<file path="src/rtl/mul_share_sequencer.sv">
// Two-port round-robin front end sharing one radix-2 shift-add multiplier.
// A product takes W iterations; signed inputs are multiplied as magnitudes and the result is negated at the end.
module mul_share_sequencer #(
  parameter int W  = 16,
  parameter int CW = 5
) (
  input  logic             Clock,
  input  logic             Reset,
  input  logic             iReq0,
  input  logic [W-1:0]     iA0,
  input  logic [W-1:0]     iB0,
  input  logic             iSigned0,
  input  logic             iReq1,
  input  logic [W-1:0]     iA1,
  input  logic [W-1:0]     iB1,
  input  logic             iSigned1,
  output logic             oGrant0,
  output logic             oGrant1,
  output logic             oDone0,
  output logic             oDone1,
  output logic [2*W-1:0]   oResult,
  output logic             oBusy
);

  typedef enum logic [1:0] {S_IDLE, S_RUN, S_DONE} state_t;

  state_t          r_state;
  logic            r_ptr;
  logic            r_owner;
  logic            r_neg;
  logic [W-1:0]    r_mcand;
  logic [W-1:0]    r_mul;
  logic [W-1:0]    r_acc;
  logic [CW-1:0]   r_cnt;

  logic            w_any;
  logic            w_win;
  logic [W-1:0]    w_a_sel;
  logic [W-1:0]    w_b_sel;
  logic            w_s_sel;
  logic [W-1:0]    w_abs_a;
  logic [W-1:0]    w_abs_b;
  logic [W:0]      w_sum;
  logic [2*W-1:0]  w_mag;
  logic [2*W-1:0]  w_prod;
  logic            w_last;

  // Pointer breaks ties; a lone request always wins.
  assign w_any   = iReq0 | iReq1;
  assign w_win   = (iReq0 & iReq1) ? r_ptr : iReq1;
  assign w_a_sel = w_win ? iA1 : iA0;
  assign w_b_sel = w_win ? iB1 : iB0;
  assign w_s_sel = w_win ? iSigned1 : iSigned0;
  assign w_abs_a = (w_s_sel & w_a_sel[W-1]) ? -w_a_sel : w_a_sel;
  assign w_abs_b = (w_s_sel & w_b_sel[W-1]) ? -w_b_sel : w_b_sel;

  // The carry out of the add becomes the new MSB after the right shift.
  assign w_sum  = {1'b0, r_acc} + {1'b0, (r_mul[0] ? r_mcand : {W{1'b0}})};
  assign w_mag  = {w_sum, r_mul[W-1:1]};
  assign w_prod = r_neg ? -w_mag : w_mag;
  assign w_last = (r_cnt == CW'(W - 1));

  always_ff @(posedge Clock or posedge Reset) begin
    if (Reset) begin
      r_state <= S_IDLE;
      r_ptr   <= 1'b0;
      r_owner <= 1'b0;
      r_neg   <= 1'b0;
      r_mcand <= '0;
      r_mul   <= '0;
      r_acc   <= '0;
      r_cnt   <= '0;
      oGrant0 <= 1'b0;
      oGrant1 <= 1'b0;
      oDone0  <= 1'b0;
      oDone1  <= 1'b0;
      oResult <= '0;
      oBusy   <= 1'b0;
    end else begin
      oGrant0 <= 1'b0;
      oGrant1 <= 1'b0;
      oDone0  <= 1'b0;
      oDone1  <= 1'b0;
      case (r_state)
        S_IDLE: begin
          if (w_any) begin
            r_mcand <= w_abs_a;
            r_mul   <= w_abs_b;
            r_neg   <= w_s_sel & (w_a_sel[W-1] ^ w_b_sel[W-1]);
            r_acc   <= '0;
            r_cnt   <= '0;
            r_owner <= w_win;
            r_ptr   <= ~w_win;
            oGrant0 <= ~w_win;
            oGrant1 <= w_win;
            oBusy   <= 1'b1;
            r_state <= S_RUN;
          end
        end
        S_RUN: begin
          r_acc <= w_mag[2*W-1:W];
          r_mul <= w_mag[W-1:0];
          r_cnt <= r_cnt + CW'(1);
          if (w_last) begin
            oResult <= w_prod;
            oDone0  <= ~r_owner;
            oDone1  <= r_owner;
            r_state <= S_DONE;
          end
        end
        S_DONE: begin
          oBusy   <= 1'b0;
          r_state <= S_IDLE;
        end
        default: begin
          oBusy   <= 1'b0;
          r_state <= S_IDLE;
        end
      endcase
    end
  end

endmodule

</file>
<file path="config.mk">
export PLATFORM = sky130hd
export DESIGN_NAME = mul_share_sequencer
export DESIGN_NICKNAME = d
export VERILOG_FILES = /design/src/rtl/mul_share_sequencer.sv
export SDC_FILE = /design/constraint.sdc
export NUM_CORES = 1
export LEC_CHECK = 0
export BUFFER_PORTS_ARGS = -buffer_cell sky130_fd_sc_hd__buf_4
export CAP_MARGIN = 25
export CORE_ASPECT_RATIO = 1.5
export CORE_MARGIN = 5
export CORE_UTILIZATION = 35
export CTS_CLUSTER_SIZE = 14
export DETAILED_ROUTE_END_ITERATION = 8
export GPL_TIMING_DRIVEN = 0
export PLACE_DENSITY = 0.64
export SLEW_MARGIN = 5
export SYNTH_ARGS = -nofsm -noshare
export SYNTH_HDL_FRONTEND = slang
export SYNTH_SLANG_ARGS = --single-unit
</file>
<file path="constraint.sdc">
create_clock -name Clock -period 3 [get_ports Clock]
set_input_delay 0.15 -clock Clock [delete_from_list [all_inputs] [get_ports Clock]]
set_output_delay 0.15 -clock Clock [all_outputs]
set_load 0.01 [all_outputs]
</file>
# Word-level counts from Yosys, hierarchy flattened
# Cells that the tools add are included.
[word_totals]
register_bits = 95
output_inout_bits = 37
[op_classes]
add_sub_neg = 5
eq_ne = 4
mux = 27
bitwise_logic = 9
reduce_logical = 7
[ops]
columns = ["cell", "count"]
rows = [
  ["2-to-1 mux 16 bit", 7],
  ["case mux 16 bit (2 select lines)", 2],
  ["2-to-1 mux 32 bit", 1],
  ["negator 16 bit", 2],
  ["negator 32 bit", 1],
  ["adder 16 x 16 -> 17 bit", 1],
  ["2-to-1 mux 1 bit", 11],
  ["case mux 5 bit (2 select lines)", 1],
  ["AND reduction 2 bit", 5],
  ["adder 5 x 1 -> 5 bit, second input constant", 1],
  ["equality test 5 x 4 -> 1 bit, second input constant", 1],
  ["2-to-1 mux 5 bit", 1],
  ["bitwise AND 1 bit", 4],
  ["2-to-1 mux 2 bit", 2],
  ["inequality test 2 bit, second input constant", 2],
  ["case mux 2 bit (2 select lines)", 1],
  ["inverter 1 bit", 3],
  ["equality test 2 x 1 -> 1 bit, second input constant", 1],
  ["logical NOT 2 bit", 1],
  ["case mux 1 bit (2 select lines)", 1],
  ["nonzero test 2 bit", 1],
  ["bitwise OR 1 bit", 1],
  ["XOR 1 bit", 1],
]

# Logic depth before layout (Yosys ltp)
# Gate-level depths: netlist of run 1.
[logic_depth]
word_depth = 7
ltp_mapped = 12
depth_no_buf = 11

# Least setup slack after synthesis of run 1
# OpenSTA, ideal clock, no wires.
[synth_timing]
path_kind = "reg2reg"
from = "reg r_mul[0]"
to = "reg oResult[29]"
setup_ns = 0.131
t_arrival_ns = 3.107
required_time_ns = 2.869
setup_slack_ns = -0.238
stages_incl_launch_ff = 13
path_cell_list = "dfrtp_1 clkbuf_1 and2_1 ha_1 fa_1 a21o_1 a221oi_2 o21ai_2 a31o_1 a211o_4 o41ai_2 xor2_1 o21ai_1"
[synth_between]
elab_chain_cells = 4
[synth_lines]
columns = ["element", "line_no", "rtl"]
rows = [
  ["from (decl)", "32", "logic [W-1:0] r_mul;"],
  ["from (signal assigned)", "88", "r_mul <= w_abs_b;"],
  ["from (signal assigned)", "102", "r_mul <= w_mag[W-1:0];"],
  ["2-to-1 mux 16 bit (*)", "58", "assign w_sum = {1'b0, r_acc} + {1'b0, (r_mul[0] ? r_mcand : {W{1'b0}})};"],
  ["adder 16 x 16 -> 17 bit (*)", "58", ""],
  ["negator 32 bit", "60", "assign w_prod = r_neg ? -w_mag : w_mag;"],
  ["2-to-1 mux 32 bit (*)", "60", ""],
  ["to (signal assigned)", "105", "oResult <= w_prod;"],
  ["to (decl)", "21", "output logic [2*W-1:0] oResult,"],
]
# Mark *: on every way between the ends. The rest lies on a longest branch, timed or not.
# A chain may end at the register's enable or synchronous reset.

# Final worst setup path of run 1
[layout_timing]
from = "reg r_mul[0]"
to = "reg oResult[30]"
# Same word-level chain as after synthesis.

==> results of run 1 <==
-- worst max-delay path, stage by stage, from the launching register on --
cell and delay (ns):
dfrtp_2 0.46, buf_8 0.15, and2_4 0.14, ha_4 0.16, fa_2 0.36, a21o_4 0.25, a221oi_4 0.33, buf_6 0.16
xor2_4 0.16, nor2b_4 0.17, nand4_1 0.20, o41ai_2 0.42, xnor2_1 0.16, o21ai_1 0.07
-- flip-flops by register name, indices dropped and copies added (netlist names) --
name / cells
r_state: 2
r_acc: 16
oGrant0: 1
oGrant1: 1
oBusy: 1
r_mcand: 16
r_mul: 16
r_ptr: 1
oDone0: 1
oDone1: 1
r_cnt: 5
r_owner: 1
oResult: 32
r_neg: 1
-- logic make-up (layout without fill, tap and decap cells) --
group	count (synthesis)	in the layout	synth area share, %
muxes	31	31	5.01
AOI/OAI and AO/OA	200	200	20.7
buffers and inverters	51	204	3.45
xor gates and xnor gates	66	66	9.45
DFF	95	95	38.4
adders and majority gates	22	22	4.56
and+or+nand+nor	233	233	18.5
-- worst max-delay path by stage --
stage	startpoint	endpoint	slack, ns	cells past startpoint
after floorplan	r_mul[0]$_DFFE_PP0P_	oResult[30]$_DFFE_PP0P_	-0.10	12
after global placement	Reset	r_acc[12]$_DFFE_PP0P_	-0.74	2
after detailed placement	r_mul[0]$_DFFE_PP0P_	oResult[29]$_DFFE_PP0P_	-0.63	12
after CTS	r_mul[0]$_DFFE_PP0P_	oResult[29]$_DFFE_PP0P_	-0.27	12
after global routing	r_mul[0]$_DFFE_PP0P_	oResult[30]$_DFFE_PP0P_	-0.45	13
final	r_mul[0]$_DFFE_PP0P_	oResult[30]$_DFFE_PP0P_	-0.33	13
-- power by group through the flow --
stage / logic, W / clock network (W) / registers, W
after floorplan: 0.00291 / 0 / 0.00221
after global placement: 0.00400 / 0 / 0.00222
after detailed placement: 0.00407 / 0 / 0.00224
after CTS: 0.00488 / 0.00105 / 0.00222
after global routing: 0.00585 / 0.00111 / 0.00230
final: 0.00532 / 0.00103 / 0.00222
-- per-layer routing --
layer,share of wire [%],track usage [%]
met3,2.9,1.73
met4,2.0,4.49
met2,53,30.5
met5,0,0
met1,42,20.0
-- placed cells by master, fill, tap and decap left out, types with 6 or more instances in the layout --
master	count
buf_4	133
nand2_1	94
dfrtp_1	94
o21ai_0	81
nor2_1	31
mux2i_1	30
xor2_1	29
clkbuf_1	29
nand3_1	29
xnor2_1	27
a21oi_1	21
ha_1	17
and2_1	16
a22oi_1	14
o21ai_1	13
a21o_1	11
inv_1	10
o31ai_1	9
nand4_1	9
clkbuf_16	9
and3_1	8
nor3_1	8
a31oi_1	7
buf_6	7
nand2b_1	6
-- final cells by class --
class / count / area [um2]
timing repair buffer: 140 / 1090
buffer: 38 / 181
tap: 213 / 267
clock buffer: 10 / 229
multi-input combinational: 552 / 3980
sequential: 95 / 2380
inverter: 11 / 43.8
clock inverter: 5 / 36.3
fill: 1702 / 9220
-- what timing repair did --
action                                  4_1_cts  5_1_grt
hold buffers                                  1        0
buffers inserted                             21       11
pin swaps                                    22       15
endpoints found under the hold margin        41        0
endpoints found under the setup margin       19       14
cloned                                        1        0
resized for setup                            50       18
-- through the flow --
| stage | TNS [ns] | setup WS [ns] | power (W) | utilization [%] |
|---|---|---|---|---|
| final | -2.04 | -0.328 | 0.00858 | 47.1 |
| after global routing | -3.05 | -0.448 | 0.00925 | 47.1 |
| after CTS | -1.46 | -0.268 | 0.00816 | 46.1 |
| after detailed placement | -5.85 | -0.627 | 0.00631 | 42.0 |
| after global placement | -74.32 | -0.738 | 0.00622 | 41.8 |
| after floorplan | -0.292 | -0.103 | 0.00512 | - |
==> impl_metrics.ini, run 1 <==
[timing]
fin_crit_sh_pct = 111
drv_slew = 0
whs_ns = 0.156
rsz0062_at_grt = true
final.min_clock_period_ns = 3.33
maxSlewHeadroom_pct = 46.9
fin_ws_ns = -0.328
worst_pin_slew_ns = 0.797
fmax_mhz = 300
finalSetupViolCount = 9
hold_violations = 0
fin_worst_skew_ns = 0.00964

[placed_design]
hpwl_um = 13500
portBuffers = 105
gp_routability_congestion = 0.861
place_area_um2 = 7310
dp_cells = 1017

[logic_synthesis]
synth_edf_count = 0
synth-main-ff-cell = dfrtp_1
ys_ff_latch = 95
synth-seq-area-share_pct = 38.4
yosys_warnings = 0
yosys-top-cells-area = dfrtp_1 (38%), o21ai_0 (7.0%), nand2_1 (5.8%)
syn_nets = 790
async_flop_share_pct = 100
synth_top_area_cell = dfrtp_1
syn_area_um2 = 6200
ys_top_cells_by_count = nand2_1 (96), dfrtp_1 (95), o21ai_0 (87)
yosysMostFrequentCell = nand2_1
yosys.area.top_type_share_pct = 38.4
avgSynthCellArea_um2 = 8.88
synthCells = 698
post_synth_num_cell_types = 65

[setup_path]
worstReg2RegEnd = oResult[30]$_DFFE_PP0P_
path_class = reg -> reg
start_kind = flop
endpoint_kind = flop
r2r_cells = 13
r2r_start = r_mul[0]$_DFFE_PP0P_
required_ns = 3.20
r2r_slack_ns = -0.33
worst-path-max-fanout = 5
cp_data_arrival_time_ns = 3.53

[power]
p_sw_w = 0.00373
power_frac_seq_pct = 25.9
sw_frac_of_total_pct = 43.4
powerDensity_nw_per_um2 = 1050
power.internal_w = 0.00485
clkPwrFrac_pct = 12.0
peakVddDrop_mv = 0.505
comb_power_share_pct = 62.0
p_leak_nw = 3.76

[route]
wire_per_inst_um = 16.2
drc = 0
wl_um = 17300
num_vias = 5533
antenna_left = 0
first_iter_violations = 220
drtPass1Iterations = 4
routed_via_density = 5.20

[die]
die_h_um = 173
dieArea_um2 = 20500
io_pins = 107
core-area_um2 = 17400
die_width_um = 119
start_util_pct = 35.6
rows = 59

[global_route]
grt_first_pass_wirelength_um = 27800
antenna_found_initial = 0
globalRouteOverflowTotal = 0
grt_max_degree = 55
grt_pass1_vias = 5450
track_usage_pct = 16.4

[flow_run]
maxCapViolCount = 0

[clocking]
cts.sinks = 95
clk_path_buf_depth = 2
cts_made_buffers = 9
cts_root_buf = clkbuf_16
clk_pin_slew_ns = 0.06
h-tree-depth = 3
cts_tree = yes
insertion_delay_ns = 0.34

[worst_hold_path]
hold_depth = 3
min_path_type = in -> reg
hold_path.startpoint = iA1[0]
hold_end = r_mcand[0]$_DFFE_PP0P_

[cells_and_area]
syn2layout_area_growth_pct = 32.3
finalNonFillerCells = 1064
drive_above_1_share_pct = 26.7
fin_area_um2 = 8200
fin_nets = 939
num_antenna_cells = 0

[run_status]
violations = negative setup slack
status = finished with violations
(Power assumes the default switching activity.)
==> run 2, diff against run 1 <==
- CORE_UTILIZATION: 35 -> 52
- PLACE_DENSITY: 0.64 -> 0.86
==> run 2 against run 1 <==
Against the previous run: sequential power barely moved; wire length grew 4.5%; register-to-register slack is essentially flat; critical path depth is 1 higher; the run still ends with negative setup slack left.
==> impl_metrics.ini, run 2 (synthesis gave the netlist of run 1 again) <==
[die]
start_util_pct = 53.5
die_width_um = 99.1
io_pins = 107
dieArea_um2 = 14200
core-area_um2 = 11600
rows = 48
die_h_um = 144

[route]
wire_per_inst_um = 18.1
drc = 0
antenna_left = 0
num_vias = 6003
routed_via_density = 6.02
wl_um = 18000
first_iter_violations = 479
drtPass1Iterations = 5

[timing]
finalSetupViolCount = 10
drv_slew = 0
fin_worst_skew_ns = 0.00764
whs_ns = 0.139
setup-tns-final_ns = -2.39
fin_crit_sh_pct = 111
final.min_clock_period_ns = 3.33
maxSlewHeadroom_pct = 51.1
fmax_mhz = 301
rsz0062_at_grt = true
worst_pin_slew_ns = 0.734
fin_ws_ns = -0.326
hold_violations = 0

[run_status]
violations = negative setup slack
status = finished with violations

[setup_path]
slowest_stage = dfrtp_2
worst_path_most_repeated_cell = buf_4
path_class = reg -> reg
max_stage_delay_ns = 0.45
endpoint_kind = flop
start_kind = flop
worst-path-max-fanout = 5
cp_data_arrival_time_ns = 3.53
path_cells = buf_8 > and2_4 > ha_4 > fa_2 > a21o_1 > a221oi_4 > buf_4 > xor2_2 > nor2b_4 > nand4_1 > buf_4 > o31ai_4 > xnor2_2 > o21ai_1
required_ns = 3.21

[global_route]
gr-usage-met1_pct = 28.5
grt_use_met2_pct = 43.4
globalRouteOverflowTotal = 0
track_usage_pct = 24.5
antenna_found_initial = 0
busiest_layer = met2
grt_pass1_vias = 5955
grt_first_pass_wirelength_um = 28300
use_met3_pct = 3.21
grt_max_degree = 49

[cells_and_area]
final_util_pct = 70.0
num_antenna_cells = 0
final_common_cell = buf_4
mostFrequentLayoutCells = buf_4 (130), nand2_1 (94), dfrtp_1 (94)
fin_nets = 935
fin_area_um2 = 8110
regMostFlops = oResult
largest_reg_flops = 32
drive_above_1_share_pct = 26.2
syn2layout_area_growth_pct = 30.9

[placed_design]
hpwl_um = 12400
place_area_um2 = 7230
gp_routability_congestion = 0.884
preCtsSetupSlack_ns = -0.566
portBuffers = 105

[clocking]
cts_made_buffers = 9
cts_tree = yes
insertion_delay_ns = 0.35
cts_root_buf = clkbuf_16
cts.sinks = 95
clk_path_buf_depth = 2
h-tree-depth = 3
clk_pin_slew_ns = 0.07

[power]
powerDensity_nw_per_um2 = 1090
p_leak_nw = 3.78
peakVddDrop_mv = 0.443

[worst_hold_path]
min_path_type = in -> reg

[flow_run]
maxCapViolCount = 0
-- run 2: cell count changes in the layout (fill, tap and decap cells not counted), sizes merged --
cell,before,now
buf,148,145
bufinv,0,2
clkbuf,39,38
clkinv,2,4
clkinvlp,3,0
-- run 2: layer usage --
layer	up-vias	wire length (um)
met3	81	1190
li1	2788	-
met2	313	9310
met5	-	0
met4	0	852
met1	2821	6670
-- run 2: power breakdown --
part	switching [W]	internal, W	leakage (nW)
registers	0.000436	0.00182	1.16
clock network	0.000476	0.000749	0.162
logic	0.00297	0.00238	2.46
-- run 2: final timing paths --
path                                   startpoint                 endpoint  slack (ns)  cells after the start
setup / recovery             r_mul[0]$_DFFE_PP0P_  oResult[28]$_DFFE_PP0P_       -0.33                     14
hold / removal                              iReq1        oGrant0$_DFF_PP0_        0.14                      2
setup reg to reg             r_mul[0]$_DFFE_PP0P_  oResult[28]$_DFFE_PP0P_       -0.33                     14
hold reg to reg            r_mcand[7]$_DFFE_PP0P_   r_mcand[7]$_DFFE_PP0P_        0.47                      2
max in group asynchronous                   Reset  r_mcand[13]$_DFFE_PP0P_        1.92                      4
min in group asynchronous                   Reset   oResult[4]$_DFFE_PP0P_        0.45                      3
-- run 2: worst max-delay path, delay by kind of cell (launching register included) --
kind,cells,cell delay (ns)
XOR/XNOR,2,0.31
flip-flops,1,0.45
AO/OA/AOI/OAI,4,0.85
adder cells (fa/ha/maj),2,0.52
buffers and inverters,3,0.53
AND/OR/NAND/NOR,3,0.52
-- run 2: final cells by class --
cell class / count / area (um2)
fill: 830 / 3480
inverter: 11 / 43.8
buffer: 38 / 178
clock buffer: 10 / 239
tap: 150 / 188
clock inverter: 6 / 83.8
multi-input combinational: 552 / 3930
sequential: 95 / 2380
timing repair buffer: 136 / 1070
-- run 2: what timing repair did --
action / in CTS / in global routing
endpoints found under the hold margin: 47 / 0
hold buffers: 1 / 0
setup buffers: 23 / 6
gates cloned: 0 / 0
setup endpoints to repair: 15 / 14
pin swaps: 22 / 9
gates resized for setup: 42 / 20
-- run 2: stage by stage --
step                      power, W  std cells
after floorplan            0.00512        698
after global placement     0.00610        953
after detailed placement   0.00624        954
after CTS                  0.00827        993
after global routing       0.00934        998
final                      0.00883        998
